**config.mk**
```make
export PLATFORM = sky130hd
export DESIGN_NAME = rpn_engine
export DESIGN_NICKNAME = d
export VERILOG_FILES = /design/src/rtl/rpn_pkg.sv /design/src/rtl/rpn_stack.sv /design/src/rtl/rpn_engine.sv
export SDC_FILE = /design/constraint.sdc
export NUM_CORES = 1
export LEC_CHECK = 0
export CAP_MARGIN = 20
export CORE_MARGIN = 4
export CORE_UTILIZATION = 45
export DETAILED_ROUTE_END_ITERATION = 8
export PLACE_DENSITY = 0.73
export SLEW_MARGIN = 20
export SYNTH_ARGS = -nofsm -noshare
export SYNTH_HDL_FRONTEND = slang
export SYNTH_HIERARCHICAL = 1
export SYNTH_SLANG_ARGS = --single-unit
```
**constraint.sdc**
```tcl
create_clock -name clk -period 3.05 [get_ports clk]
set_input_delay 0.61 -clock clk [delete_from_list [all_inputs] [get_ports clk]]
set_output_delay 0.61 -clock clk [all_outputs]
set_load 0.005 [all_outputs]
```
**src/rtl/rpn_pkg.sv**
```systemverilog
// Shared opcode, FSM state and error-code definitions for the RPN evaluator
// and its operand stack.
package rpn_pkg;

  typedef enum logic [2:0] {
    OP_PUSH = 3'd0,
    OP_ADD  = 3'd1,
    OP_SUB  = 3'd2,
    OP_AND  = 3'd3,
    OP_OR   = 3'd4,
    OP_XOR  = 3'd5,
    OP_DUP  = 3'd6,
    OP_POP  = 3'd7
  } op_e;

  typedef enum logic [1:0] {
    S_IDLE  = 2'd0,
    S_POP_B = 2'd1,
    S_POP_A = 2'd2,
    S_WRITE = 2'd3
  } state_e;

  localparam logic [1:0] ERR_UNDER = 2'b01;
  localparam logic [1:0] ERR_OVER  = 2'b10;

endpackage

```
**src/rtl/rpn_stack.sv**
```systemverilog
// DEPTH x DATA_W LIFO. The caller guarantees push/pop are exclusive and that
// it never pushes when full or pops when empty.
module rpn_stack
  import rpn_pkg::*;
#(
  parameter int DEPTH  = 8,
  parameter int DATA_W = 8
) (
  input  logic                       clk,
  input  logic                       reset,
  input  logic                       push_i,
  input  logic                       pop_i,
  input  logic [DATA_W-1:0]          push_data_i,
  output logic [DATA_W-1:0]          top_o,
  output logic [$clog2(DEPTH+1)-1:0] count_o
);

  localparam int CW = $clog2(DEPTH + 1);
  localparam int AW = (DEPTH > 1) ? $clog2(DEPTH) : 1;

  logic [DATA_W-1:0] mem_q [DEPTH];
  logic [CW-1:0]     count_q, count_d;
  logic [AW-1:0]     wrIdx, topIdx;

  assign wrIdx   = AW'(count_q);
  assign topIdx  = AW'(count_q - CW'(1));
  assign top_o   = (count_q == '0) ? '0 : mem_q[topIdx];
  assign count_o = count_q;

  always_comb begin
    count_d = count_q;
    if (push_i) begin
      count_d = count_q + CW'(1);
    end else if (pop_i) begin
      count_d = count_q - CW'(1);
    end
  end

  // Emptying the stack only needs the count cleared; stale entries are unreachable.
  always_ff @(posedge clk or posedge reset) begin
    if (reset) begin
      count_q <= '0;
    end else begin
      count_q <= count_d;
    end
  end

  always_ff @(posedge clk) begin
    if (push_i) begin
      mem_q[wrIdx] <= push_data_i;
    end
  end

endmodule

```
**src/rtl/rpn_engine.sv**
```systemverilog
// Reverse-Polish evaluator: turns operand/operator tokens into push/pop
// sequences on rpn_stack and reports results and stack errors.
module rpn_engine
  import rpn_pkg::*;
#(
  parameter int DATA_W = 8,
  parameter int DEPTH  = 8
) (
  input  logic                       clk,
  input  logic                       reset,
  input  logic                       in_valid,
  output logic                       in_ready,
  input  logic [2:0]                 in_op,
  input  logic [DATA_W-1:0]          in_data,
  output logic                       res_valid,
  output logic [DATA_W-1:0]          res_data,
  output logic                       err,
  output logic [1:0]                 err_code,
  output logic [$clog2(DEPTH+1)-1:0] depth
);

  localparam int CW = $clog2(DEPTH + 1);

  state_e            state_q, state_d;
  op_e               opCode_q, opCode_d;
  logic [DATA_W-1:0] opA_q, opA_d;
  logic [DATA_W-1:0] opB_q, opB_d;
  logic [DATA_W-1:0] resData_q, resData_d;
  logic              resValid_q, resValid_d;
  logic              err_q, err_d;
  logic [1:0]        errCode_q, errCode_d;

  logic              stackPush, stackPop;
  logic [DATA_W-1:0] stackWData, stackTop, aluResult;
  logic [CW-1:0]     stackCount;
  op_e               opIn;
  logic              isBinary, underflow, overflow;

  function automatic logic [DATA_W-1:0] aluOp(input op_e op,
                                               input logic [DATA_W-1:0] a,
                                               input logic [DATA_W-1:0] b);
    case (op)
      OP_ADD:  return a + b;
      OP_SUB:  return a - b;
      OP_AND:  return a & b;
      OP_OR:   return a | b;
      OP_XOR:  return a ^ b;
      default: return '0;
    endcase
  endfunction

  rpn_stack #(.DEPTH(DEPTH), .DATA_W(DATA_W)) u_stack (
    .clk         (clk),
    .reset       (reset),
    .push_i      (stackPush),
    .pop_i       (stackPop),
    .push_data_i (stackWData),
    .top_o       (stackTop),
    .count_o     (stackCount)
  );

  assign opIn      = op_e'(in_op);
  assign isBinary  = (opIn == OP_ADD) || (opIn == OP_SUB) || (opIn == OP_AND) ||
                     (opIn == OP_OR)  || (opIn == OP_XOR);
  assign underflow = (isBinary && (stackCount < CW'(2))) ||
                     (((opIn == OP_DUP) || (opIn == OP_POP)) && (stackCount == '0));
  assign overflow  = ((opIn == OP_PUSH) || (opIn == OP_DUP)) && (stackCount == CW'(DEPTH));
  assign aluResult = aluOp(opCode_q, opA_q, opB_q);

  assign in_ready  = (state_q == S_IDLE) & ~reset;
  assign res_valid = resValid_q;
  assign res_data  = resData_q;
  assign err       = err_q;
  assign err_code  = errCode_q;
  assign depth     = stackCount;

  // Errors are checked only at acceptance; a binary op on a full stack is legal
  // because it pops twice before pushing its result.
  always_comb begin
    state_d    = state_q;
    opCode_d   = opCode_q;
    opA_d      = opA_q;
    opB_d      = opB_q;
    resData_d  = resData_q;
    resValid_d = 1'b0;
    err_d      = 1'b0;
    errCode_d  = errCode_q;
    stackPush  = 1'b0;
    stackPop   = 1'b0;
    stackWData = in_data;
    case (state_q)
      S_IDLE: begin
        if (in_valid && in_ready) begin
          opCode_d = opIn;
          if (underflow) begin
            err_d     = 1'b1;
            errCode_d = ERR_UNDER;
          end else if (overflow) begin
            err_d     = 1'b1;
            errCode_d = ERR_OVER;
          end else begin
            case (opIn)
              OP_PUSH: stackPush = 1'b1;
              OP_POP: begin
                stackPop   = 1'b1;
                resData_d  = stackTop;
                resValid_d = 1'b1;
              end
              OP_DUP: begin
                opB_d   = stackTop;
                state_d = S_WRITE;
              end
              default: state_d = S_POP_B;
            endcase
          end
        end
      end
      S_POP_B: begin
        opB_d    = stackTop;
        stackPop = 1'b1;
        state_d  = S_POP_A;
      end
      S_POP_A: begin
        opA_d    = stackTop;
        stackPop = 1'b1;
        state_d  = S_WRITE;
      end
      S_WRITE: begin
        stackPush = 1'b1;
        state_d   = S_IDLE;
        if (opCode_q == OP_DUP) begin
          stackWData = opB_q;
        end else begin
          stackWData = aluResult;
          resData_d  = aluResult;
          resValid_d = 1'b1;
        end
      end
      default: state_d = S_IDLE;
    endcase
  end

  always_ff @(posedge clk or posedge reset) begin
    if (reset) begin
      state_q    <= S_IDLE;
      opCode_q   <= OP_PUSH;
      opA_q      <= '0;
      opB_q      <= '0;
      resData_q  <= '0;
      resValid_q <= 1'b0;
      err_q      <= 1'b0;
      errCode_q  <= 2'b00;
    end else begin
      state_q    <= state_d;
      opCode_q   <= opCode_d;
      opA_q      <= opA_d;
      opB_q      <= opB_d;
      resData_q  <= resData_d;
      resValid_q <= resValid_d;
      err_q      <= err_d;
      errCode_q  <= errCode_d;
    end
  end

endmodule
```
Yosys cells after proc, flatten, opt, wreduce, memory -nomap -nowiden
Memory sizes are Yosys's and may differ from the RTL's.
Index checks and enable logic that the tools add are counted.
- flip-flop bits (word level): 37
- memory bits (writable): 64
- memories: 1
- add/subtract/negate cells: 4
- magnitude comparators: 1
- eq/ne operators: 24
- muxes and demuxes: 42
- bitwise operators: 5
- reduce and logical (&&, ||, !) cells: 25
- memory list (memory ; depth ; bits a word ; rd ports ; clocked after memory_dff ; wr ports ; line ; source):
    u_stack.mem_q ; 8 ; 8 ; 1 ; 0 ; 1 ; rpn_stack.sv:21 ; logic [DATA_W-1:0] mem_q [DEPTH];
- operators by type and width (kind ; number):
    8-bit 2-to-1 mux ; 12
    8-bit case mux with 5 select lines ; 1
    8-bit case mux with 2 select lines ; 2
    3-bit == test, second input constant ; 7
    1-bit 2-to-1 mux ; 15
    3-bit by 2-bit == test with 1-bit output, second input constant ; 4
    2-bit != test, second input constant ; 6
    2-bit 2-to-1 mux ; 5
    8-bit adder ; 1
    8-bit AND ; 1
    4-bit 2-to-1 mux ; 2
    8-bit OR ; 1
    2-bit case mux with 4 select lines ; 1
    2-bit nonzero test ; 4
    8-bit subtractor ; 1
    8-bit bitwise XOR ; 1
    1-bit logical OR ; 7
    3-bit by 1-bit == test with 1-bit output, second input constant ; 2
    1-bit case mux with 2 select lines ; 3
    6-bit AND reduction ; 1
    5-bit AND reduction ; 1
    4-bit by 1-bit adder with 4-bit output, second input constant ; 1
    2-bit == test, second input constant ; 2
    4-bit == test, second input constant ; 1
    15 further kinds ; 19

Longest topological paths before layout
Gate-level depths: netlist of the first run.
- depth after elaboration: 12
- mapped depth: 12

Cells and area by module
The synthesis of the first run kept the hierarchy.
- modules (own cells, without submodules) (module ; times used ; cells an instance ; area each (µm²) ; seq. area each (µm²)):
    rpn_stack ; 1 ; 151 ; 2778.9 ; 2021.9
    rpn_engine ; 1 ; 310 ; 2632.5 ; 825.8

Worst setup path after synthesis of the first run
OpenSTA, ideal clock, no wires.
- path kind: input-to-reg
- start: in reset
- end: mem u_stack.mem_q[0][0], enable pin
- library setup time: 0.383 ns
- arrival time: 2.936 ns
- data required time: 2.667 ns
- path slack: -0.269 ns
- stages: 8
- buffers on the path: 2
- cells stage by stage: inv_1 > and3_1 > clkbuf_1 > a31oi_1 > nor2_1 > clkbuf_1 > nand2b_1 > nor3_1
- longest elaborated chain between the ends: 7
- ends and longest elaborated chain (what ; line ; source):
    from (decl) ; rpn_engine.sv:10 ; input logic reset,
    1-bit inverter ; rpn_engine.sv:70 ; assign in_ready = (state_q == S_IDLE) & ~reset;
    1-bit AND ; rpn_engine.sv:70 ;
    1-bit logical AND ; rpn_engine.sv:93 ; if (in_valid && in_ready) begin
    1-bit 2-to-1 mux ; rpn_engine.sv:93 ;
    1-bit case mux with 2 select lines ; rpn_engine.sv:91 ; case (state_q)
    net stackPush ; rpn_engine.sv:33 ; logic stackPush, stackPop;
    1-bit 2-to-1 mux ; rpn_stack.sv:49 ; if (push_i) begin
    1-bit 2-to-1 mux (implied by the code) ; rpn_stack.sv:50 ; mem_q[wrIdx] <= push_data_i;
    to (decl) ; rpn_stack.sv:21 ;
The timed path passes the listed nets, and every way through them passes these cells.

Worst setup path in the final report of the first run
- start: reg opCode_q[2]
- end: mem u_stack.mem_q[0][6] (data pin)
- longest elaborated chain between the ends: 4
- elaborated cells between the ends (all ways): 9
- those cells by class: eq/ne (6); mux (3)
- ends and longest elaborated chain (what ; line ; source):
    from (decl) ; rpn_engine.sv:25 ; op_e opCode_q, opCode_d;
    from (signal assigned) ; rpn_engine.sv:155 ; opCode_q <= opCode_d;
    3-bit == test (tied with other cells) ; rpn_engine.sv:42 ; case (op)
    8-bit case mux with 5 select lines ; rpn_engine.sv:42 ;
    8-bit 2-to-1 mux (*) ; rpn_engine.sv:131 ; if (opCode_q == OP_DUP) begin
    8-bit 2-to-1 mux (*) ; rpn_engine.sv:91 ;
    net stackWData[6] ; rpn_engine.sv:34 ; logic [DATA_W-1:0] stackWData, stackTop, aluResult;
Mark *: on every way through the listed nets, which the timed path passes. The rest lies on a longest branch.

==> flow_metrics.py, run 1 <==
metrics = {
    "synthesis": {
        "synth_warnings": 6,
        "syn_area_per_cell_sq_um": 11.7,
        "synth_adder_area_share_pct": 7.31,
        "simple_gate_area_share_of_the_yosys_netlist_pct": 10.5,
        "synth.yosys.seq_area_share_pct": 52.6,
        "syn-num-nets": 506,
        "synthesis.area_sq_um": 5410,
        "muxShareOfSynthArea_pct": 10.6,
        "synth-xor-area-share_pct": 2.10,
        "compound_cell_area_share_of_the_yosys_netlist_pct": 12.6,
        "synth_ff_type": "edfxtp_1",
        "post_synthesis_register_bit_count": 101,
        "largest_family_of_logic_cells_by_synthesized_area": "compound AO/OA/AOI/OAI gates",
        "synth-async-reset-ratio_pct": 36.6,
        "netlist_instances": 461,
        "post_synth_num_cell_types": 57,
        "synth-edff-count": 64,
    },
    "sta": {
        "worst_pin_slew_ns": 0.661,
        "finalSetupViolCount": 0,
        "clock-skew-final_ns": 0.00686,
        "timing_max_transition_violations_final": 0,
        "layout_setup_ws_ns": 0.121,
        "post-route-min-period_ns": 2.93,
        "fin_setup_tns_ns": 0,
        "finalHoldViolations": 0,
        "layout_worst_path_cycle_share_pct": 96.0,
        "max-slew-margin-rel_pct": 55.8,
        "fmax_mhz": 341,
    },
    "place": {
        "dp_hpwl_um": 9030,
        "numPlacedInstances": 637,
        "port_buffers": 30,
        "place_ws_ns": -0.0107,
        "post_dp_cell_area_sq_um": 5930,
        "routability_congestion_estimate_from_global_placement": 0.893,
    },
    "clocking": {
        "worstSkewPairLatency_ns": 0.34,
        "h_tree_depth": 3,
        "longest_clk_path_bufs": 2,
        "cts_hold_repair.buffers": 0,
        "clock_sink_count": 101,
        "post-cts-setup-buffers": 0,
        "cts_root_buffer": "clkbuf_16",
        "clock_tree_from_tritoncts": "yes",
        "clkSlewWorstSetupHoldPaths_ns": 0.07,
        "cts-buffers-inserted": 9,
    },
    "critical_path": {
        "worst_ep_arrival_time_ns": 2.99,
        "critPathMostFrequentCell": "o21a_1",
        "setup.worst_path.end_class": "flip-flop",
        "worst_reg2reg_endpoint": "u_stack/mem_q[0][6]$_DFFE_PP_",
        "r2r_start": "opCode_q[2]$_DFFE_PP0P_",
        "number_of_cells_on_the_worst_reg_to_reg_path": 11,
        "critPathSlowestCell": "dfrtp_1",
        "timing.critical_path.cells": "nor3b_4, buf_4, nor2_1, xnor2_1, ha_1, o21a_1, o31a_1, o21a_1, or3_1, a31oi_2, o22ai_4",
        "r2r_slack_ns": 0.12,
        "critPathRequiredTime_ns": 3.11,
        "critical-path-max-stage-delay_ns": 0.46,
        "setup.worst_path.class": "reg -> reg",
        "worst-path-max-fanout": 8,
        "startpoint_type": "flip-flop",
    },
    "route": {
        "post-route-drc-count": 0,
        "drtIter0Drc": 296,
        "drt_wl_total_um": 12900,
        "firstDrtPassIters": 5,
        "avgViaCountPerCell": 5.85,
        "ant_nets": 0,
        "post_dr_wirelength_cell_um": 19.7,
        "num_vias": 3823,
    },
    "finish": {
        "utilization_pct": 54.1,
        "area_of_the_multi_input_gates_sq_um": 2370,
        "antenna_cells": 0,
        "finish.cell_count_without_fillers": 653,
        "flow.area_growth_from_synthesis_pct": 16.1,
        "nFillCells": 960,
        "storage_cell_area_sq_um": 2850,
        "layout-drive-gt1-share_pct": 14.1,
        "layout.cell_area.non_filler_sq_um": 6280,
        "final_nets": 550,
    },
    "global_route": {
        "first_global_vias": 3949,
        "grt_overflow_total": 0,
        "first_pass_grt_wire_length_um": 20300,
        "grt_use_total_pct": 18.5,
        "antenna_violations_before_repair": 0,
        "grt_max_degree": 34,
    },
    "hold_path": {
        "worst_hold_path_type": "reg -> reg",
        "worstHoldPathCells": 1,
        "holdCritStartpoint": "res_data[5]$_DFFE_PP0P_",
        "hold_path_end": "res_data[5]$_DFFE_PP0P_",
    },
    "outcome": {
        "outcome": "complete, no violations",
    },
    "floorplan": {
        "dieArea_sq_um": 13800,
        "floorplan.core_area_sq_um": 11600,
        "row_count": 39,
        "fp.dieW_um": 118,
        "initial_core_util_pct": 46.6,
        "die-height_um": 118,
        "ios": 31,
    },
    "flow_run": {
        "cap_viol_max_count": 0,
    },
    "pwr": {
        "power.leakage_nw": 2.50,
        "ir_drop_v": 0.000403,
        "powerDensity_nw_per_um2": 1180,
    },
}
==> state kept, by name, indices dropped and copies added, names as in the netlist <==
register,count
res_valid,1
opCode_q,3
err,1
u_stack/count_o,4
opB_q,8
u_stack/mem_q,64
err_code,2
res_data,8
state_q,2
opA_q,8
==> logic make-up (layout without fill, tap and decap cells) <==
kind of cell               Yosys count  in the layout
and+or+nand+nor                    126            126
AOI/OAI and AO/OA                  112            112
DFF                                101            101
buffers and inverters               48             97
adders and majority gates           31             31
muxes                               30             30
xor gates and xnor gates            13             13
==> cell type report <==
class / count / share of cell area [%]
sequential: 101 / 45.4
clock inverter: 6 / 1.08
clock buffer: 10 / 3.80
timing repair buffer: 52 / 7.41
multi-input combinational: 312 / 37.7
inverter: 29 / 1.79
tap: 143 / 2.85
==> critical path: cells and delay by family (launching register included) <==
| kind | cells | cell delay, ns |
|---|---|---|
| buf+inv | 1 | 0.18 |
| xor+xnor | 1 | 0.13 |
| fa+ha+maj | 1 | 0.33 |
| simple gates | 3 | 0.67 |
| flops | 1 | 0.46 |
| compound gates | 5 | 0.86 |
==> Yosys cell counts, types with 3 or more instances <==
cell type   n  share of area, %
o21a_1      3              0.42
a31oi_1     8              0.92
buf_6       4              0.83
nand2b_1    3              0.35
dfrtp_1    37                17
xnor2_1    10               1.6
nand2_1    59               4.1
nand3b_1    3              0.42
edfxtp_1   64                36
inv_1      28               1.9
and3_1      3              0.35
a21o_1      5              0.69
nor2_1     34               2.4
mux2i_1     5              0.92
mux4_1      8               3.9
nor2b_1     3              0.35
o31ai_1     3              0.42
ha_1       30               6.9
mux4_2      8               3.3
or3_1       3              0.35
a21oi_1    21               1.9
nor3_1      6              0.55
xor2_1      3              0.49
o21ai_0    50               4.6
clkbuf_1    7              0.49
o22ai_1     3              0.35
buf_2       4              0.37
mux2_4      8               2.2
==> how the worst max path moves through the flow <==
stage / from / to / slack [ns] / depth (start not counted)
2_1_floorplan: reset / u_stack/mem_q[0][0]$_DFFE_PP_ / 0.11 / 8
3_3_place_gp: opB_q[0]$_DFFE_PP0P_ / u_stack/mem_q[5][6]$_DFFE_PP_ / 0.22 / 12
3_5_place_dp: opB_q[0]$_DFFE_PP0P_ / u_stack/mem_q[5][6]$_DFFE_PP_ / -0.01 / 12
4_1_cts: opB_q[0]$_DFFE_PP0P_ / u_stack/mem_q[2][1]$_DFFE_PP_ / 0.08 / 9
5_1_grt: opB_q[0]$_DFFE_PP0P_ / u_stack/mem_q[4][6]$_DFFE_PP_ / -0.01 / 12
6_report: opCode_q[2]$_DFFE_PP0P_ / u_stack/mem_q[0][6]$_DFFE_PP_ / 0.12 / 11
==> placed cells by master (no fill, tap or decap), types with 3 or more instances in the layout <==
cell and n:
nand2_1 59, o21a_1 3, a21o_1 5, inv_1 27
nor2b_1 3, mux2_4 8, mux2i_1 5, mux4_2 8
o21ai_0 50, buf_4 22, edfxtp_1 64, dfrtp_1 36
xor2_1 3, mux4_1 8, or3_1 3, and3_1 3
a31oi_1 5, xnor2_1 10, clkbuf_16 9, nand2b_1 3
nor3_1 6, clkdlybuf4s50_1 30, a21oi_1 19, ha_1 30
nand3b_1 3, a21oi_2 3, a31oi_2 3, nor2_1 34
o31ai_1 3
==> power by group <==
group	switching [mW]	internal [mW]	leakage [nW]
Clock	0.542	0.600	0.148
Sequential	0.260	1.88	1.04
Combinational	2.36	1.79	1.32
==> routing by layer <==
metal	routed length [um]	GRT usage, %
met5	0	0
met4	226	6.52
met3	623	3.56
met2	6560	32.5
met1	5440	22.8
==> metrics by stage <==
stage	power, mW	hold slack [ns]
floorplan	5.04	0.376
global placement	6.02	0.468
detailed placement	6.17	0.480
CTS	7.35	0.497
global route	7.95	0.519
finish	7.43	0.494
==> what timing repair did <==
item / CTS / global route
pin swaps: 0 / 1
resized for setup: 1 / 7
hold endpoints to repair: 0 / 0
cloned: 0 / 0
setup endpoints to repair: 8 / 48
No activity file was read; power rests on OpenSTA's default activity.
==> inputs of run 2 (changes only) <==
CORE_ASPECT_RATIO = 1.2   (was not set)
==> run 2 against run 1 <==
Compared with the run above:
- sequential share of layout area is essentially flat
- setup slack gained 0.019 ns
- register-to-register slack better by 0.02 ns
- clock skew grew 0.0040 ns
- non-clock buffer count up 2
- sequential cell count unchanged
- critical path depth shrank 2
- cell area is 0.12% lower
- first-iteration DRC count down 21%
- die area is essentially flat
- clock-buffer cell count shrank 1
==> flow_metrics.py, run 2 (synthesis gave the netlist of run 1 again) <==
metrics = {
    "clocking": {
        "h_tree_depth": 3,
        "clkSlewWorstSetupHoldPaths_ns": 0.07,
        "longest_clk_path_bufs": 2,
        "clock_sink_count": 101,
        "worstSkewPairLatency_ns": 0.35,
        "clock_tree_from_tritoncts": "yes",
        "cts-buffers-inserted": 9,
        "cts_root_buffer": "clkbuf_16",
        "post-cts-setup-buffers": 0,
    },
    "sta": {
        "timing_max_transition_violations_final": 0,
        "fin_setup_tns_ns": 0,
        "clock-skew-final_ns": 0.0109,
        "finalHoldViolations": 0,
        "max-slew-margin-rel_pct": 52.3,
        "layout_setup_ws_ns": 0.140,
        "post-route-min-period_ns": 2.91,
        "grt_setup_unrepaired": "false",
        "finalSetupViolCount": 0,
        "layout_worst_path_cycle_share_pct": 95.4,
        "hold_slack_ns": 0.482,
        "fmax_mhz": 344,
        "worst_pin_slew_ns": 0.713,
    },
    "critical_path": {
        "critical_path.n_buffers_inverters": 1,
        "worst_ep_arrival_time_ns": 2.94,
        "critical-path-max-stage-delay_ns": 0.52,
        "critPathRequiredTime_ns": 3.08,
        "number_of_cells_on_the_worst_reg_to_reg_path": 9,
        "critPathSlowestCell": "a222oi_1",
        "cp.depth": 9,
        "r2r_start": "opCode_q[2]$_DFFE_PP0P_",
        "timing.critical_path.max_delay_family": "compound AO/OA/AOI/OAI gates",
        "worst_setup_path_startpoint": "opCode_q[2]$_DFFE_PP0P_",
        "setup.worst_path.class": "reg -> reg",
        "startpoint_type": "flip-flop",
        "r2r_slack_ns": 0.14,
        "timing.critical_path.cells": "nor3b_4, mux2_2, inv_1, ha_1, nand3b_1, nand2_1, xor2_1, a222oi_1, a31oi_2",
        "worst-path-max-fanout": 8,
        "setup.worst_path.end_class": "flip-flop",
    },
    "hold_path": {
        "worst_hold_path_type": "reg -> reg",
        "worstHoldPathCells": 2,
        "holdCritStartpoint": "res_data[0]$_DFFE_PP0P_",
    },
    "pwr": {
        "p_clk_share_pct": 15.0,
        "p_seq_share_pct": 29.0,
        "netSwitchingFraction_pct": 42.2,
        "powerDensity_nw_per_um2": 1170,
        "ir_drop_v": 0.000408,
        "comb_power_share_pct": 55.9,
        "p_switching_mw": 3.09,
        "power.leakage_nw": 2.50,
        "cell_internal_power_mw": 4.23,
    },
    "floorplan": {
        "initial_core_util_pct": 46.4,
        "die-height_um": 128,
        "ios": 31,
        "dieArea_sq_um": 13900,
        "fp.dieW_um": 108,
        "floorplan.core_area_sq_um": 11700,
        "row_count": 43,
    },
    "outcome": {
        "outcome": "complete, no violations",
    },
    "finish": {
        "layout.cell_area.non_filler_sq_um": 6270,
        "most-common-layout-cells": "edfxtp_1 (64), nand2_1 (59), o21ai_0 (50)",
        "final_common_cell": "edfxtp_1",
        "antenna_cells": 0,
        "flow.area_growth_from_synthesis_pct": 15.9,
        "finish.cell_count_without_fillers": 668,
        "largest_register_ffs": 64,
        "layout-drive-gt1-share_pct": 13.9,
        "max_flop_register": "u_stack/mem_q",
        "final_nets": 552,
    },
    "route": {
        "drt_wl_total_um": 12500,
        "avgViaCountPerCell": 5.66,
        "met2_wirelength_um": 6310,
        "dr_wl_met3_um": 743,
        "detail_route.wirelength.met1_um": 5100,
        "num_vias": 3782,
        "post_dr_wirelength_cell_um": 18.7,
        "drtIter0Drc": 234,
        "ant_nets": 0,
        "firstDrtPassIters": 5,
        "highest-signal-layer": "met4",
        "post-route-drc-count": 0,
    },
    "global_route": {
        "first_pass_grt_wire_length_um": 20000,
        "first_global_vias": 3807,
        "grt_overflow_total": 0,
        "grt_use_total_pct": 19.2,
        "grt_max_degree": 34,
        "antenna_violations_before_repair": 0,
    },
    "place": {
        "port_buffers": 30,
        "post_dp_cell_area_sq_um": 5970,
        "numPlacedInstances": 653,
        "routability_congestion_estimate_from_global_placement": 0.921,
        "dp_hpwl_um": 8720,
        "place_ws_ns": 0.0681,
    },
    "flow_run": {
        "cap_viol_max_count": 0,
    },
}
==> run 2: cell types whose count changed in the layout (fill, tap and decap cells not counted), moves of 2 or more <==
cell / change
buf_4: +2
clkinv_8: -2
inv_6: +4
o22ai_2: +2
==> run 2: timing repair <==
item	in CTS	in global routing
gates resized for setup	0	5
hold buffers	0	0
setup endpoints to repair	0	40
==> run 2: cell type report <==
cell class	instances	area (sq um)
tap	157	196
fill	991	5400
inverter	29	113
sequential	101	2850
clock inverter	6	53.8
multi-input combinational	312	2360
timing repair buffer	54	480
clock buffer	9	225
==> run 2: power groups by stage <==
stage          combinational (mW)  clock, mW  sequential, mW
2_1_floorplan                2.92          0            2.12
3_3_place_gp                 3.89          0            2.13
3_5_place_dp                 4.00          0            2.15
4_1_cts                      4.03       1.12            2.12
5_1_grt                      4.55       1.19            2.16
6_report                     4.09       1.10            2.12
==> run 2: metrics by stage <==
step / util [%] / power [mW]
6_report: 53.7 / 7.32
5_1_grt: 53.7 / 7.89
4_1_cts: 53.5 / 7.28
3_5_place_dp: 51.1 / 6.15
3_3_place_gp: 51.1 / 6.02
2_1_floorplan: - / 5.04
==> run 2: final timing paths <==
path / to
max in group asynchronous: res_data[3]$_DFFE_PP0P_
min in group asynchronous: u_stack/count_o[3]$_DFFE_PP0P_
worst min-delay path: res_data[0]$_DFFE_PP0P_
worst max-delay path: u_stack/mem_q[0][3]$_DFFE_PP_
worst min register to register: res_data[0]$_DFFE_PP0P_
worst max register to register: u_stack/mem_q[0][3]$_DFFE_PP_
==> run 2: worst reg2reg max path, stage by stage, from the launching register on <==
cell	delay, ns
dfrtp_1	0.46
nor3b_4	0.27
mux2_2	0.39
inv_1	0.06
ha_1	0.21
nand3b_1	0.10
nand2_1	0.10
xor2_1	0.16
a222oi_1	0.52
a31oi_2	0.31
==> run 2: layer usage <==
| metal | GRT usage (%) | up-vias |
|---|---|---|
| li1 | - | 1773 |
| met1 | 24.1 | 1868 |
| met2 | 32.4 | 119 |
| met3 | 3.68 | 22 |
| met4 | 8.02 | 0 |
| met5 | 0 | - |
==> inputs of run 3 (changes only) <==
HOLD_SLACK_MARGIN = 0.06   (was not set)
==> results of run 3 <==
Final layout, timing and power as in run 2 (identical DEF).
